[config.mk]
export PLATFORM = sky130hd
export DESIGN_NAME = cache_ctrl_assoc_flat
export DESIGN_NICKNAME = d
export VERILOG_FILES = /design/src/rtl/cache_ctrl_assoc_if.sv /design/src/rtl/cache_ctrl_assoc.sv /design/src/flat_wrapper.sv
export SDC_FILE = /design/constraint.sdc
export NUM_CORES = 1
export LEC_CHECK = 0
export BUFFER_PORTS_ARGS = -buffer_cell sky130_fd_sc_hd__buf_2
export CAP_MARGIN = 20
export CORE_UTILIZATION = 45
export DETAILED_ROUTE_END_ITERATION = 16
export PLACE_DENSITY = 0.69
export RECOVER_POWER = 25
export SLEW_MARGIN = 20
export SYNTH_ARGS = -nofsm -noshare
export SYNTH_HDL_FRONTEND = slang
export SYNTH_SLANG_ARGS = --single-unit
[constraint.sdc]
create_clock -name clk -period 2 [get_ports clk]
set_input_delay 0.3 -clock clk [delete_from_list [all_inputs] [get_ports clk]]
set_output_delay 0.3 -clock clk [all_outputs]
set_load 0.01 [all_outputs]
[src/rtl/cache_ctrl_assoc_if.sv]
// Handshake bundle between the memory-stage pipeline, the per-way cache
// arrays, the banked main memory and the cache_ctrl_assoc sequencer.
interface cache_ctrl_assoc_if #(
  parameter int WAYS      = 2,
  parameter int MEM_BANKS = 4,
  parameter int OFS_W     = $clog2(MEM_BANKS)
);
  // pipeline request and array/memory status
  logic             global_rd;
  logic             global_wr;
  logic [WAYS-1:0]  hit;
  logic [WAYS-1:0]  valid;
  logic [WAYS-1:0]  dirty;
  logic             cache_err;
  logic             mem_err;
  logic             mem_stall;
  // array and memory controls, pipeline status
  logic [WAYS-1:0]  way_sel;
  logic             comp;
  logic             cache_write;
  logic [OFS_W-1:0] cache_ofs;
  logic             mem_rd;
  logic             mem_wr;
  logic [OFS_W-1:0] mem_ofs;
  logic             stall;
  logic             done;
  logic             global_hit;
  logic             err;

  // environment side: drives requests and status, observes controls
  modport master (
    output global_rd, global_wr, hit, valid, dirty, cache_err, mem_err, mem_stall,
    input  way_sel, comp, cache_write, cache_ofs, mem_rd, mem_wr, mem_ofs,
           stall, done, global_hit, err
  );

  // controller side
  modport slave (
    input  global_rd, global_wr, hit, valid, dirty, cache_err, mem_err, mem_stall,
    output way_sel, comp, cache_write, cache_ofs, mem_rd, mem_wr, mem_ofs,
           stall, done, global_hit, err
  );
endinterface

[src/rtl/cache_ctrl_assoc.sv]
// Write-back, N-way set-associative cache controller. Sequences tag compare,
// victim write-back, a pipelined line fill (issue and return overlap through a
// MEM_LAT-deep valid shift register) and the final access.
module cache_ctrl_assoc #(
  parameter int WAYS      = 2,
  parameter int MEM_BANKS = 4,
  parameter int MEM_LAT   = 2,
  parameter int OFS_W     = $clog2(MEM_BANKS)
) (
  input  logic               clk,
  input  logic               rst,
  cache_ctrl_assoc_if.slave  bus
);
  // victim index width; a one-way cache still needs a 1-bit index
  localparam int VW = (WAYS > 1) ? $clog2(WAYS) : 1;
  // counters must reach MEM_BANKS itself to mark "all issued"
  localparam int CW = OFS_W + 1;

  typedef enum logic [2:0] {S_IDLE, S_WB, S_FILL, S_FINAL, S_DONE} state_t;

  state_t         r_state, w_state_next;
  logic [CW-1:0]  r_issue_cnt, w_issue_cnt_next;
  logic [CW-1:0]  r_ret_cnt, w_ret_cnt_next;
  logic [VW-1:0]  r_victim, w_victim_next;
  logic [VW-1:0]  r_rr_ptr, w_rr_ptr_next;
  logic           r_abort, w_abort_next;
  logic [MEM_LAT-1:0] r_pipe;

  logic [WAYS-1:0] w_hits, w_hit_sel, w_victim_oh;
  logic [VW-1:0]   w_victim_pick;
  logic            w_hit_any, w_fault, w_ret, w_issue, w_flush;

  assign w_hits    = bus.hit & bus.valid;
  assign w_hit_any = |w_hits;
  // isolate the lowest matching way so way_sel stays one-hot
  assign w_hit_sel = w_hits & (~w_hits + WAYS'(1));
  assign w_fault   = bus.cache_err | bus.mem_err;
  assign w_ret     = r_pipe[MEM_LAT-1];

  genvar gi;
  generate
    for (gi = 0; gi < WAYS; gi++) begin : g_victim_oh
      assign w_victim_oh[gi] = (r_victim == VW'(gi));
    end
  endgenerate

  // victim choice: lowest-index invalid way, else the round-robin pointer
  always_comb begin
    w_victim_pick = r_rr_ptr;
    for (int i = WAYS - 1; i >= 0; i--) begin
      if (!bus.valid[i]) w_victim_pick = VW'(i);
    end
  end

  // next-state, counter updates and all controller outputs
  always_comb begin
    w_state_next     = r_state;
    w_issue_cnt_next = r_issue_cnt;
    w_ret_cnt_next   = r_ret_cnt;
    w_victim_next    = r_victim;
    w_rr_ptr_next    = r_rr_ptr;
    w_abort_next     = r_abort;
    w_issue          = 1'b0;
    w_flush          = 1'b0;
    bus.way_sel      = '0;
    bus.comp         = 1'b0;
    bus.cache_write  = 1'b0;
    bus.cache_ofs    = '0;
    bus.mem_rd       = 1'b0;
    bus.mem_wr       = 1'b0;
    bus.mem_ofs      = '0;
    bus.stall        = 1'b0;
    bus.done         = 1'b0;
    bus.global_hit   = 1'b0;
    bus.err          = 1'b0;

    case (r_state)
      S_IDLE: begin
        bus.comp     = 1'b1;
        w_abort_next = 1'b0;
        if (bus.global_rd && bus.global_wr) begin
          // conflicting request: flag it, touch nothing
          bus.err  = 1'b1;
          bus.done = 1'b1;
        end else if (bus.global_rd || bus.global_wr) begin
          bus.way_sel     = '1;
          bus.cache_write = bus.global_wr;
          if (w_hit_any) begin
            bus.global_hit = 1'b1;
            bus.done       = 1'b1;
            bus.way_sel    = w_hit_sel;
          end else begin
            w_victim_next = w_victim_pick;
            w_state_next  = (bus.dirty[w_victim_pick] && bus.valid[w_victim_pick])
                            ? S_WB : S_FILL;
          end
        end
      end
      S_WB: begin
        bus.stall   = 1'b1;
        bus.way_sel = w_victim_oh;
        if (!bus.mem_stall) begin
          bus.mem_wr    = 1'b1;
          bus.mem_ofs   = r_issue_cnt[OFS_W-1:0];
          bus.cache_ofs = r_issue_cnt[OFS_W-1:0];
          if (r_issue_cnt == CW'(MEM_BANKS - 1)) begin
            w_issue_cnt_next = '0;
            w_state_next     = S_FILL;
          end else begin
            w_issue_cnt_next = r_issue_cnt + CW'(1);
          end
        end
      end
      S_FILL: begin
        bus.stall   = 1'b1;
        bus.way_sel = w_victim_oh;
        if (!bus.mem_stall && (r_issue_cnt < CW'(MEM_BANKS))) begin
          w_issue          = 1'b1;
          bus.mem_rd       = 1'b1;
          bus.mem_ofs      = r_issue_cnt[OFS_W-1:0];
          w_issue_cnt_next = r_issue_cnt + CW'(1);
        end
        if (w_ret) begin
          bus.cache_write = 1'b1;
          bus.cache_ofs   = r_ret_cnt[OFS_W-1:0];
          if (r_ret_cnt == CW'(MEM_BANKS - 1)) begin
            w_ret_cnt_next   = '0;
            w_issue_cnt_next = '0;
            w_state_next     = S_FINAL;
          end else begin
            w_ret_cnt_next = r_ret_cnt + CW'(1);
          end
        end
      end
      S_FINAL: begin
        bus.stall       = 1'b1;
        bus.comp        = 1'b1;
        bus.way_sel     = w_victim_oh;
        bus.cache_write = bus.global_wr && !w_fault;
        w_rr_ptr_next   = (r_rr_ptr == VW'(WAYS - 1)) ? '0 : r_rr_ptr + VW'(1);
        w_state_next    = S_DONE;
      end
      S_DONE: begin
        bus.done     = 1'b1;
        bus.err      = r_abort;
        w_abort_next = 1'b0;
        w_state_next = S_IDLE;
      end
      default: w_state_next = S_IDLE;
    endcase

    // an error during a miss aborts: report next cycle, keep replacement state
    if ((r_state == S_WB || r_state == S_FILL || r_state == S_FINAL) && w_fault) begin
      w_state_next     = S_DONE;
      w_abort_next     = 1'b1;
      w_issue_cnt_next = '0;
      w_ret_cnt_next   = '0;
      w_rr_ptr_next    = r_rr_ptr;
      w_flush          = 1'b1;
    end

    // while held in reset the outputs look like an idle controller with no request
    if (!rst) begin
      bus.way_sel     = '0;
      bus.comp        = 1'b1;
      bus.cache_write = 1'b0;
      bus.cache_ofs   = '0;
      bus.mem_rd      = 1'b0;
      bus.mem_wr      = 1'b0;
      bus.mem_ofs     = '0;
      bus.stall       = 1'b0;
      bus.done        = 1'b0;
      bus.global_hit  = 1'b0;
      bus.err         = 1'b0;
    end
  end

  // state, counters, victim and replacement pointer
  always_ff @(posedge clk or negedge rst) begin
    if (!rst) begin
      r_state     <= S_IDLE;
      r_issue_cnt <= '0;
      r_ret_cnt   <= '0;
      r_victim    <= '0;
      r_rr_ptr    <= '0;
      r_abort     <= 1'b0;
    end else begin
      r_state     <= w_state_next;
      r_issue_cnt <= w_issue_cnt_next;
      r_ret_cnt   <= w_ret_cnt_next;
      r_victim    <= w_victim_next;
      r_rr_ptr    <= w_rr_ptr_next;
      r_abort     <= w_abort_next;
    end
  end

  // in-flight read tracking: an issue emerges as a return MEM_LAT cycles later
  always_ff @(posedge clk or negedge rst) begin
    if (!rst) begin
      r_pipe <= '0;
    end else if (w_flush) begin
      r_pipe <= '0;
    end else begin
      r_pipe[0] <= w_issue;
      for (int k = 1; k < MEM_LAT; k++) r_pipe[k] <= r_pipe[k-1];
    end
  end
endmodule

[src/flat_wrapper.sv]
// flat-port wrapper written by rule: the top's interface ports become plain ports
module cache_ctrl_assoc_flat 
#(
  parameter int WAYS      = 2,
  parameter int MEM_BANKS = 4,
  parameter int MEM_LAT   = 2,
  parameter int OFS_W     = $clog2(MEM_BANKS)
)
  (clk, rst, bus_global_rd, bus_global_wr, bus_hit, bus_valid, bus_dirty, bus_cache_err, bus_mem_err, bus_mem_stall, bus_way_sel, bus_comp, bus_cache_write, bus_cache_ofs, bus_mem_rd, bus_mem_wr, bus_mem_ofs, bus_stall, bus_done, bus_global_hit, bus_err);
  cache_ctrl_assoc_if #(.WAYS(WAYS), .MEM_BANKS(MEM_BANKS), .OFS_W(OFS_W)) bus_i ();
  input  logic clk;
  input  logic rst;
  input wire logic [$bits(bus_i.global_rd)-1:0] bus_global_rd;
  input wire logic [$bits(bus_i.global_wr)-1:0] bus_global_wr;
  input wire logic [$bits(bus_i.hit)-1:0] bus_hit;
  input wire logic [$bits(bus_i.valid)-1:0] bus_valid;
  input wire logic [$bits(bus_i.dirty)-1:0] bus_dirty;
  input wire logic [$bits(bus_i.cache_err)-1:0] bus_cache_err;
  input wire logic [$bits(bus_i.mem_err)-1:0] bus_mem_err;
  input wire logic [$bits(bus_i.mem_stall)-1:0] bus_mem_stall;
  output wire logic [$bits(bus_i.way_sel)-1:0] bus_way_sel;
  output wire logic [$bits(bus_i.comp)-1:0] bus_comp;
  output wire logic [$bits(bus_i.cache_write)-1:0] bus_cache_write;
  output wire logic [$bits(bus_i.cache_ofs)-1:0] bus_cache_ofs;
  output wire logic [$bits(bus_i.mem_rd)-1:0] bus_mem_rd;
  output wire logic [$bits(bus_i.mem_wr)-1:0] bus_mem_wr;
  output wire logic [$bits(bus_i.mem_ofs)-1:0] bus_mem_ofs;
  output wire logic [$bits(bus_i.stall)-1:0] bus_stall;
  output wire logic [$bits(bus_i.done)-1:0] bus_done;
  output wire logic [$bits(bus_i.global_hit)-1:0] bus_global_hit;
  output wire logic [$bits(bus_i.err)-1:0] bus_err;
  assign bus_i.global_rd = bus_global_rd;
  assign bus_i.global_wr = bus_global_wr;
  assign bus_i.hit = bus_hit;
  assign bus_i.valid = bus_valid;
  assign bus_i.dirty = bus_dirty;
  assign bus_i.cache_err = bus_cache_err;
  assign bus_i.mem_err = bus_mem_err;
  assign bus_i.mem_stall = bus_mem_stall;
  assign bus_way_sel = bus_i.way_sel;
  assign bus_comp = bus_i.comp;
  assign bus_cache_write = bus_i.cache_write;
  assign bus_cache_ofs = bus_i.cache_ofs;
  assign bus_mem_rd = bus_i.mem_rd;
  assign bus_mem_wr = bus_i.mem_wr;
  assign bus_mem_ofs = bus_i.mem_ofs;
  assign bus_stall = bus_i.stall;
  assign bus_done = bus_i.done;
  assign bus_global_hit = bus_i.global_hit;
  assign bus_err = bus_i.err;
  cache_ctrl_assoc #(.WAYS(WAYS), .MEM_BANKS(MEM_BANKS), .MEM_LAT(MEM_LAT), .OFS_W(OFS_W)) u_core (.clk(clk), .rst(rst), .bus(bus_i));
endmodule
# == Yosys cells after proc, flatten, opt, wreduce, memory -nomap -nowiden ==
# Cells that the tools add are included.
# totals
register_bits,14
input_bits,13
output_inout_bits,14
word_cells,128
# op_classes
addsub,4
magnitude_cmp,2
n_eq_ne,13
muxes,70
bitwise,8
n_reduce_logical,24
# ops
cell,count
3-bit two-way mux,18
1-bit two-way mux,33
2-bit two-way mux,11
3-bit by 2-bit == test with 1-bit output (second input constant),4
2-bit one-hot mux with 2 select lines,3
3-bit one-hot mux with 4 select lines,1
3-bit by 2-bit inequality test with 1-bit output (second input constant),3
3-bit inequality test (second input constant),3
7-bit AND reduction,1
3-bit by 1-bit adder with 3-bit output (second input constant),2
3-bit one-hot mux with 2 select lines,1
2-bit AND reduction,3
2-bit nonzero test,3
2-bit OR reduction,3
1-bit logical AND,5
2-bit AND,2
1-bit NOT,4
1-bit one-hot mux with 2 select lines,2
4-bit AND reduction,1
3-bit by 1-bit == test with 1-bit output (second input constant),1
3-bit == test (second input constant),1
3-bit logical NOT,1
1-bit logical OR,3
3-bit < comparator (second input constant),1
10 further kinds,11

# == Logic depth before layout (Yosys ltp) ==
# depth
ltp_word,11
depth_mapped,6
ltp_nobuf,6

# == Least setup slack after synthesis ==
# OpenSTA, ideal clock, no wires.
# synth_path
path_kind,register -> output
from,reg u_core.r_state[1]
to,out bus_cache_ofs[0]
t_arrival_ps,1450
required_time_ps,1700
path_slack_ps,250
stages_incl_launch_ff,6
path_buffers,1
cell_sequence,dfrtp_1 clkbuf_1 nor3b_2 and2_1 nand2_1 a21oi_1
# synth_via
elab_chain_cells,3
elab_cells_between_ends,4
classes_between,eq/ne (2); mux (2)
# synth_rtl
element,line_no,source
start: declaration,cache_ctrl_assoc.sv:21,"state_t r_state, w_state_next;"
start signal: assignment,cache_ctrl_assoc.sv:188,r_state <= w_state_next;
3-bit by 2-bit == test with 1-bit output or 3-bit by 1-bit == test with 1-bit output (tied branches),cache_ctrl_assoc.sv:77,case (r_state)
2-bit one-hot mux with 2 select lines (*),cache_ctrl_assoc.sv:77,
2-bit two-way mux (*),cache_ctrl_assoc.sv:163,if (!rst) begin
end: declaration,flat_wrapper.sv:24,output wire logic [$bits(bus_i.cache_ofs)-1:0] bus_cache_ofs;
# Mark *: on every way between the ends. The rest lies on a longest branch, timed or not.

# == Worst setup path after layout ==
# layout_path
from,reg u_core.r_state[1]
to,out bus_cache_write
# layout_via
elab_chain_cells,3
elab_cells_between_ends,5
classes_between,eq/ne (2); mux (2); reduce/logical (1)
# layout_rtl
element,line_no,source
3-bit by 2-bit == test with 1-bit output or 3-bit logical NOT (tied branches),cache_ctrl_assoc.sv:77,
1-bit one-hot mux with 3 select lines (*),cache_ctrl_assoc.sv:77,
1-bit two-way mux (*),cache_ctrl_assoc.sv:163,
end: declaration,flat_wrapper.sv:23,output wire logic [$bits(bus_i.cache_write)-1:0] bus_cache_write;
# Marks and branches as above.

==> metrics.log <==
INFO  metric synthDominantCellAreaShare = about a third
INFO  metric grt_first_pass_wirelength = between 4000 and 5000 um
INFO  metric wl = about 2900 um
INFO  metric synth_cell_types = between 40 and 50
INFO  metric timing.final.crit_period = ~2000 ps
INFO  metric die_width = 50.8 um
INFO  metric initial_core_util = 48.1%
INFO  metric detailedRoute.firstIterationViolations = 16
INFO  metric grt_overflow_total = 0
INFO  metric final.setup_skew = 6.44 ps
INFO  metric timing.setup.tns = 0 ps
INFO  metric dr.pass1.iters = 4
INFO  metric insertion_delay = 300 ps
INFO  metric finalMaxSlewViolations = 0
INFO  metric vias = around 1100
INFO  metric synth_warnings = 0
INFO  metric rows = 17
INFO  metric p_leak = 0.690 nW
INFO  metric synth_area = 1070 um2
INFO  metric clock_tree.buffer_depth = 2
INFO  metric power.total = between 0.0015 and 0.002 W
INFO  metric period_utilization_post_route = a little over nine tenths
INFO  metric synth.top_cells.by_area = sky130_fd_sc_hd__dfrtp_1, sky130_fd_sc_hd__nor2_1, sky130_fd_sc_hd__ha_1
INFO  metric worstSetupStartpointType = flip-flop
INFO  metric hold_path_startpoint = bus_mem_stall
INFO  metric synthToLayoutAreaGrowth = 35.0%
INFO  metric critPathCaptureType = output port
INFO  metric post_syn_nets = about 150
INFO  metric antenna_found_initial = 0
INFO  metric cts_sinks = 14
INFO  metric grt_setup_unrepaired = true
INFO  metric core = between 2000 and 2500 um2
INFO  metric viasPerCell = roughly 5.7
INFO  metric chipHeight = between 50 and 60 um
INFO  metric io_pins = 27
INFO  metric timing.hold.worst.class = primary input to flip-flop
INFO  metric fp.dieArea = roughly 2600 um2
INFO  metric path_class = flip-flop to output port
INFO  metric data_required_critical_path = 1700 ps
INFO  metric worstPathArrival = 1650 ps
INFO  metric global_route.usage.total = between 20% and 30%
INFO  metric synth_seq_area_share = around a third
INFO  metric max_clock_freq = just over 500 MHz
INFO  metric postSynthCellCount = about 130
INFO  metric finalNetCount = 188
INFO  metric timing.max_slew.rel_slack = 74.3%
INFO  metric num_antenna_cells = 0
INFO  metric crit-reg2reg-capture = u_core.r_state[1]$_DFFE_PN0P_
INFO  metric clock_pin_transition_on_the_worst_setup_and_hold_timing_paths = around 90 ps
INFO  metric timing.final.setup_violations = 0
INFO  metric hold_depth = 2
INFO  metric hpwl_after_detailed_placement = between 2000 and 2500 um
INFO  metric synth_ff_type = sky130_fd_sc_hd__dfrtp_1
INFO  metric final.fill_count = about 190
INFO  metric asyncSetResetFlopFracSynth = 100%
INFO  metric synth-edff-count = 0
INFO  metric ctsHtreeMaxLevel = 1
INFO  metric regToRegStartpoint = u_core.r_ret_cnt[0]$_DFFE_PN0P_
INFO  metric fin_cells = 197
INFO  metric hold_end = u_core.r_pipe[0]$_DFF_PN0_
INFO  metric syn_avg_cell_area = around 8.3 um2
INFO  metric grt_pass1_vias = 1024
INFO  metric route.detailed.wl_per_inst = about 15 um
INFO  metric drt_drc_violations_left = 0
INFO  metric max_slew.worst_pin.slew = about 380 ps
INFO  metric placed_cells = 188
INFO  metric routability_driven_placement_congestion_ratio = between 0.8 and 0.9
INFO  metric port_buffers = 26
INFO  metric worst_reg2reg_setup_slack = about 160 ps
INFO  metric worstRegToRegCells = 5
INFO  metric fraction_of_final_layout_cells_with_drive_strength_greater_than_1 = between 30% and 40%
INFO  metric clock_tree_from_tritoncts = built
INFO  metric drtAntennaViolNets = 0
INFO  metric power.ir.vdd_worst = between 600 and 700 uV
INFO  metric synth_seq_cells = 14
INFO  metric run_status = complete, no violations
INFO  metric maximum_fanout_along_the_worst_path = 5
INFO  metric setup.worst_path.start = u_core.r_state[1]$_DFFE_PN0P_
INFO  metric maximum_number_of_pins_on_one_net_before_global_route_repair = 14
INFO  metric hold_violations = 0
INFO  metric max_cap_violations = 0
INFO  metric clockRootBuffer = sky130_fd_sc_hd__clkbuf_4
INFO  metric yosys.area.top_type = sky130_fd_sc_hd__dfrtp_1
INFO  metric cts_inserted_buffers = 3
INFO  metric p_per_area = 1070 nW/um2
==> metrics by stage <==
stage | utilization [%] | hold slack, ps | cell area, um2 | worst slack, ps
2_1_floorplan | - | 4.41 | 1070 | 250
3_3_place_gp | 58.0 | 241 | 1290 | 278
3_5_place_dp | 58.0 | 246 | 1290 | 206
4_1_cts | 61.0 | 284 | 1360 | 11.5
5_1_grt | 64.9 | 305 | 1450 | -68.4
6_report | 64.9 | 298 | 1450 | 49.1
==> cell families after synthesis <==
kind of cell               after synthesis  synth area share, %
buffers and inverters                   11                 4.20
adders and majority gates                6                 6.76
xor gates and xnor gates                 2                 1.63
and+or+nand+nor                         56                 28.7
muxes                                    2                 1.98
AOI/OAI and AO/OA                       38                 24.1
DFF                                     14                 32.6
==> critical path: stages, from the launching register on <==
cell and delay, ps:
sky130_fd_sc_hd__dfrtp_2 450, sky130_fd_sc_hd__or2_1 270, sky130_fd_sc_hd__buf_6 140, sky130_fd_sc_hd__nor2_1 80, sky130_fd_sc_hd__o21ai_1 80, sky130_fd_sc_hd__a211oi_2 180
sky130_fd_sc_hd__buf_2 160
==> cell usage in the layout (no fill, tap or decap), types with 3 or more instances in the layout <==
| master | instances |
|---|---|
| sky130_fd_sc_hd__dfrtp_1 | 12 |
| sky130_fd_sc_hd__a22oi_1 | 3 |
| sky130_fd_sc_hd__clkbuf_4 | 3 |
| sky130_fd_sc_hd__inv_1 | 5 |
| sky130_fd_sc_hd__and3_1 | 3 |
| sky130_fd_sc_hd__buf_2 | 26 |
| sky130_fd_sc_hd__o31ai_1 | 3 |
| sky130_fd_sc_hd__nand2_1 | 10 |
| sky130_fd_sc_hd__o21ai_0 | 5 |
| sky130_fd_sc_hd__nor2_1 | 16 |
| sky130_fd_sc_hd__a21oi_1 | 10 |
| sky130_fd_sc_hd__nor3_1 | 3 |
| sky130_fd_sc_hd__buf_4 | 12 |
| sky130_fd_sc_hd__ha_1 | 5 |
==> worst max path at each step <==
| stage | to | depth (start not counted) |
|---|---|---|
| floorplan | bus_cache_ofs[0] | 5 |
| global placement | bus_cache_write | 6 |
| detailed placement | u_core.r_state[1]$_DFFE_PN0P_ | 4 |
| CTS | bus_cache_write | 6 |
| global route | bus_way_sel[0] | 6 |
| finish | bus_cache_write | 6 |
==> state kept, by name, summed over array words and instances, names as in the netlist <==
| register | count |
|---|---|
| u_core.r_pipe | 2 |
| u_core.r_victim | 1 |
| u_core.r_state | 3 |
| u_core.r_abort | 1 |
| u_core.r_issue_cnt | 3 |
| u_core.r_rr_ptr | 1 |
| u_core.r_ret_cnt | 3 |
==> layout make-up <==
| cell class | instances | area [um2] | area share (%) |
|---|---|---|---|
| inverters | 5 | 18.8 | 1.30 |
| repair buffers | 42 | 268 | 18.5 |
| clock buffers | 4 | 36.3 | 2.50 |
| multi-input cells | 104 | 738 | 50.9 |
| flip-flops and latches | 14 | 353 | 24.4 |
| well taps | 28 | 35.0 | 2.42 |
==> Yosys cell counts, types with 2 or more instances <==
library cell,instances
sky130_fd_sc_hd__clkbuf_1,3
sky130_fd_sc_hd__o31ai_1,3
sky130_fd_sc_hd__dfrtp_1,14
sky130_fd_sc_hd__o21ai_0,6
sky130_fd_sc_hd__nand2b_1,3
sky130_fd_sc_hd__nor2_1,17
sky130_fd_sc_hd__a22oi_1,3
sky130_fd_sc_hd__buf_2,2
sky130_fd_sc_hd__nor4_1,2
sky130_fd_sc_hd__ha_1,5
sky130_fd_sc_hd__a21oi_1,11
sky130_fd_sc_hd__a211oi_1,3
sky130_fd_sc_hd__nor2b_1,4
sky130_fd_sc_hd__and2_1,2
sky130_fd_sc_hd__nor3_1,4
sky130_fd_sc_hd__and3_1,3
sky130_fd_sc_hd__nor3b_1,2
sky130_fd_sc_hd__nand2_1,10
sky130_fd_sc_hd__inv_1,5
sky130_fd_sc_hd__o21a_1,2
sky130_fd_sc_hd__xnor2_1,2
==> power breakdown <==
group	internal (W)	switching, W	leakage, nW
Clock	0.000111	0.000104	0.0210
Sequential	0.000363	0.0000975	0.186
Combinational	0.000415	0.000466	0.483
==> layer usage <==
metal	vias up	wire, um	track usage, %	share of wire, %
met4	0	31	4.17	1.1
met3	4	196	7.14	6.8
met2	39	1330	41.1	46
met1	523	1320	31.4	46
met5	-	0	0	0
li1	549	-	-	-
==> timing repair <==
| action | in CTS | in global routing |
|---|---|---|
| gates resized for setup | 2 | 19 |
| endpoints found under the hold margin | 14 | 0 |
| pin swaps | 0 | 2 |
| buffers inserted | 2 | 2 |
| hold buffers | 1 | 0 |
| setup endpoints to repair | 7 | 8 |
Note: power is estimated with default switching activity, not from simulation.
